--- config.mk ---
export PLATFORM = sky130hd
export DESIGN_NAME = aibcr3_dll_intp_seq
export DESIGN_NICKNAME = d
export VERILOG_FILES = /design/src/rtl/aibcr3_dll_intp_seq.sv
export SDC_FILE = /design/constraint.sdc
export NUM_CORES = 1
export LEC_CHECK = 0
export ABC_CLOCK_PERIOD_IN_PS = 5600
export CAP_MARGIN = 20
export CORE_UTILIZATION = 54
export DETAILED_ROUTE_END_ITERATION = 16
export GPL_TIMING_DRIVEN = 0
export PLACE_DENSITY = 0.76
export SYNTH_ARGS = -nofsm -noshare
export SYNTH_HDL_FRONTEND = slang
export SYNTH_SLANG_ARGS = --single-unit
--- constraint.sdc ---
create_clock -name CLKIN -period 5.6 [get_ports CLKIN]
set_input_delay 1.12 -clock CLKIN [delete_from_list [all_inputs] [get_ports CLKIN]]
set_output_delay 1.12 -clock CLKIN [all_outputs]
set_load 0.1 [all_outputs]
--- src/rtl/aibcr3_dll_intp_seq.sv ---
// Step sequencer for the DLL 8-phase interpolator gray control: walks a 3-bit
// gray code one step at a time toward an accepted target, with a settle wait after each step.
//
// state  | meaning
// IDLE   | waiting for a target handshake (tgt_rdy = ~hold)
// STEP   | move cur_code/gray one code toward tgt_q, load settle counter
// SETTLE | count settle cycles; exit on zero unless hold is high
// DONE   | one-cycle done pulse, then back to IDLE
module aibcr3_dll_intp_seq #(
   parameter int SETTLE_CYC = 4,
   parameter int INIT_CODE  = 0
) (
   input  logic       CLKIN,
   input  logic       RSTb,
   input  logic [2:0] tgt_code,
   input  logic       tgt_vld,
   output logic       tgt_rdy,
   input  logic       hold,
   output logic [2:0] gray,
   output logic [2:0] cur_code,
   output logic       busy,
   output logic       done
);

   typedef enum logic [1:0] {
      ST_IDLE   = 2'd0,
      ST_STEP   = 2'd1,
      ST_SETTLE = 2'd2,
      ST_DONE   = 2'd3
   } state_t;

   localparam logic [2:0] INIT_BIN    = 3'(INIT_CODE);
   localparam logic [2:0] INIT_GRAY   = INIT_BIN ^ {1'b0, INIT_BIN[2:1]};
   localparam logic [7:0] SETTLE_LOAD = 8'(SETTLE_CYC - 1);

   state_t     state_q, state_d;
   logic [2:0] cur_q, cur_d;
   logic [2:0] gray_q, gray_d;
   logic [2:0] tgt_q, tgt_d;
   logic [7:0] cnt_q, cnt_d;

   always_ff @(posedge CLKIN or negedge RSTb) begin
      if (!RSTb) begin
         state_q <= ST_IDLE;
         cur_q   <= INIT_BIN;
         gray_q  <= INIT_GRAY;
         tgt_q   <= INIT_BIN;
         cnt_q   <= 8'd0;
      end else begin
         state_q <= state_d;
         cur_q   <= cur_d;
         gray_q  <= gray_d;
         tgt_q   <= tgt_d;
         cnt_q   <= cnt_d;
      end
   end

   always_comb begin
      state_d = state_q;
      cur_d   = cur_q;
      tgt_d   = tgt_q;
      cnt_d   = cnt_q;
      case (state_q)
         ST_IDLE: begin
            if (tgt_vld && !hold) begin
               tgt_d   = tgt_code;
               state_d = (tgt_code == cur_q) ? ST_DONE : ST_STEP;
            end
         end
         ST_STEP: begin
            // End-stop guards keep the binary code from wrapping 7<->0.
            if ((tgt_q > cur_q) && (cur_q != 3'd7)) begin
               cur_d = cur_q + 3'd1;
            end else if ((tgt_q < cur_q) && (cur_q != 3'd0)) begin
               cur_d = cur_q - 3'd1;
            end
            cnt_d   = SETTLE_LOAD;
            state_d = ST_SETTLE;
         end
         ST_SETTLE: begin
            if (cnt_q != 8'd0) begin
               cnt_d = cnt_q - 8'd1;
            end else if (!hold) begin
               state_d = (cur_q == tgt_q) ? ST_DONE : ST_STEP;
            end
         end
         ST_DONE: begin
            state_d = ST_IDLE;
         end
         default: begin
            state_d = ST_IDLE;
         end
      endcase
      gray_d = cur_d ^ {1'b0, cur_d[2:1]};
   end

   assign tgt_rdy  = (state_q == ST_IDLE) && !hold;
   assign gray     = gray_q;
   assign cur_code = cur_q;
   assign busy     = (state_q != ST_IDLE);
   assign done     = (state_q == ST_DONE);

endmodule

==> summary.md <==
| Metric | Value |
|---|---|
| Area growth from synthesis to layout | `19.7%` |
| Main area contributors after synthesis | `dfrtp_1, ha_1, xnor2_1, o21ai_0, nor2_1` |
| Fill count | `170` |
| Met2 wire length | `1110 um` |
| Initial antenna violation count | `0` |
| Synth Area in Adders | `roughly a tenth` |
| WL met1 | `940 um` |
| RSZ-0062 raised after global routing | `false` |
| CP Data Required Time | `4480 ps` |
| Hold-fix buffers at CTS | `0` |
| Seq/Total Area, Yosys | `around 40%` |
| YS warnings | `0` |
| H-tree depth | `1` |
| Tcrit/Tclk final | `slightly above 70%` |
| Worst hold slack | `519 ps` |
| Final count of pins violating max slew | `0` |
| Hpwl dp | `around 1600 um` |
| Final setup viols | `0` |
| Status | `finished, final reports clean` |
| Initial DRC count | `16` |
| Yosys cell types | `36` |
| CP bufs+invs | `2` |
| Die X | `47.5 um` |
| Row count | `16` |
| IO Port Bufs | `15` |
| First-pass iteration count of the detailed router | `4` |
| Max clock buf depth | `2` |
| Worst Path Max Fanout | `4` |
| Post-Route Skew | `7.56 ps` |
| Clock sinks | `18` |
| Async SR Flop Fraction | `100%` |
| Worst-path clk slew | `100 ps` |
| Reg2reg setup slack | `3400 ps` |
| Simple-Gate Fraction of Synth Area | `19.0%` |
| Max_cap viols | `0` |
| Worst hold endpoint | `cnt_q[0]$_DFFE_PN0P_` |
| Cell Count, Final, Fillers Out | `163` |
| Routed wire length | `2140 um` |
| Slowest-stage cell, CP | `clkdlybuf4s50_1` |
| Post-Route Setup TNS | `0 ps` |
| Nets | `approximately 150` |
| Critical path class | `input pin to output pin` |
| Remaining DRCs | `0` |
| Post-layout minimum cycle time | `4060 ps` |
| I/O pin count | `16` |
| R2R cell count | `7` |
| Via count | `900` |
| Post-DRT Antenna Nets | `0` |
| Leading area contributor after synthesis | `dfrtp_1` |
| Avg WL per Cell | `13.1 um` |
| Cell depth of the worst hold path | `1` |
| Cells after Synth | `117` |
| Most frequent cells in the layout | `dfrtp_1, clkdlybuf4s50_1, nor2_1, o21ai_0, ha_1` |
| Post-Synth XOR/XNOR Area | `7.05%` |
| Placed Instances | `around 160` |
| Hold Startpoint | `cnt_q[0]$_DFFE_PN0P_` |
| Area fraction of the dominant cell type after synthesis | `40.3%` |
| Critical R2R Launch | `cur_code[2]$_DFF_PN0_` |
| Seq cells post-synth | `18` |
| DR top layer | `met4` |
| CP startpoint kind | `input pin` |
| CORE AREA | `around 2000 um2` |
| Post-CTS setup buffer count | `0` |
| Grt total ovfl | `0` |
| Class of the worst hold path | `register to register` |
| Gpl congestion | `between 0.7 and 0.8` |
| Total GRT Usage | `21.3%` |
| Largest family of logic cells by synthesized area | `simple AND/OR/NAND/NOR gates` |
| Average cell area after synthesis | `around 9.5 um2` |
| Routed vias/inst | `~5.5` |
| Mux share of post-synthesis cell area | `3.02%` |
| Starting Density | `between 50% and 60%` |
| Die Ht | `approximately 47 um` |
| Worst Tran Pin Value | `984 ps` |
| CTS tree | `yes` |
| Clock root cell | `clkbuf_4` |
| Post-cts resize count | `0` |
| Most common cell on crit path | `clkdlybuf4s50_1` |
| Pin count of the biggest net entering global routing | `19` |
| Commonest non-fill, non-tap cell in the layout | `dfrtp_1` |
| Ys flop type | `dfrtp_1` |
| Layout cell share with drive strength beyond 1 | `11.0%` |
| FF-to-FF End | `gray[0]$_DFF_PN0_` |
| Final hold vios | `0` |
| Worst-Skew Late Latency | `300 ps` |
| Arr. time, crit path | `2940 ps` |
| Crit-path max cell delay | `1170 ps` |
| TritonCTS Buffers | `3` |
| Syn_nets | `between 100 and 150` |
| Synth Area in Compound Gates | `16.2%` |
| Crit. End Element | `output pin` |
| Met3 Wirelength | `approximately 36 um` |
| Die area | `2250 um2` |
| Crit path max-delay family | `buffers and inverters` |
| Vias in the first global route | `840` |
| EDFF count, synth | `0` |
| Max Freq | `around 250 MHz` |
| Max-slew headroom | `34.2%` |
| Mapped cell area | `about 1100 um2` |
| First-pass GRT wire length | `3270 um` |
| Diodes inserted | `0` |
| Crit path cell chain | `clkdlybuf4s50_1, nor3_1, clkdlybuf4s50_1` |
-- logic make-up after synthesis --
| logic type | Yosys count |
|---|---|
| compound gates | 27 |
| xor+xnor | 9 |
| fa+ha+maj | 9 |
| buf+inv | 11 |
| flops | 18 |
| mux | 3 |
| simple gates | 40 |
-- cell type report --
class	instances	area, um2	area share, %
well taps	27	33.8	2.53
inverters	8	30.0	2.25
flip-flops and latches	18	450	33.7
clock buffers	4	36.3	2.71
multi-input cells	88	619	46.3
plain buffers	3	17.5	1.31
repair buffers	15	150	11.2
-- worst max path at each step --
stage,startpoint,to,slack (ps),cells past startpoint
finish,hold,tgt_rdy,1540,3
global route,hold,tgt_rdy,1410,3
CTS,hold,tgt_rdy,1540,3
detailed placement,hold,tgt_rdy,1550,3
global placement,hold,tgt_rdy,1540,3
floorplan,hold,tgt_rdy,1300,1
-- through the flow --
stage | worst slack, ps | util (%) | cell area (um2)
after floorplan | 1300 | - | 1120
after global placement | 1540 | 66.3 | 1300
after detailed placement | 1550 | 66.3 | 1300
after CTS | 1540 | 68.2 | 1340
after global routing | 1410 | 68.2 | 1340
final | 1540 | 68.2 | 1340
-- sequential cells by signal (all words and copies together) (netlist names) --
name,flops
cur_code,3
cnt_q,8
tgt_q,3
gray,2
state_q,2
-- Yosys cell counts, drive strengths merged (2+ instances only) --
cell / instances
xor2: 3
nand2b: 3
dfrtp: 18
a211oi: 2
nor2b: 4
and2: 2
ha: 9
xnor2: 6
o21ai: 11
a21oi: 5
nor4: 3
nand3: 3
o22ai: 2
nor3: 3
and3: 2
inv: 8
nand2: 5
mux2: 3
buf: 2
nor2: 12
-- per-layer routing --
metal | up-vias | GRT usage (%)
li1 | 454 | -
met1 | 431 | 24.7
met2 | 10 | 38.1
met3 | 5 | 2.26
met4 | 0 | 12.0
met5 | - | 0
Power is not shown: default switching activity piles up to over one toggle a cycle in this logic, so the estimate is an artifact.
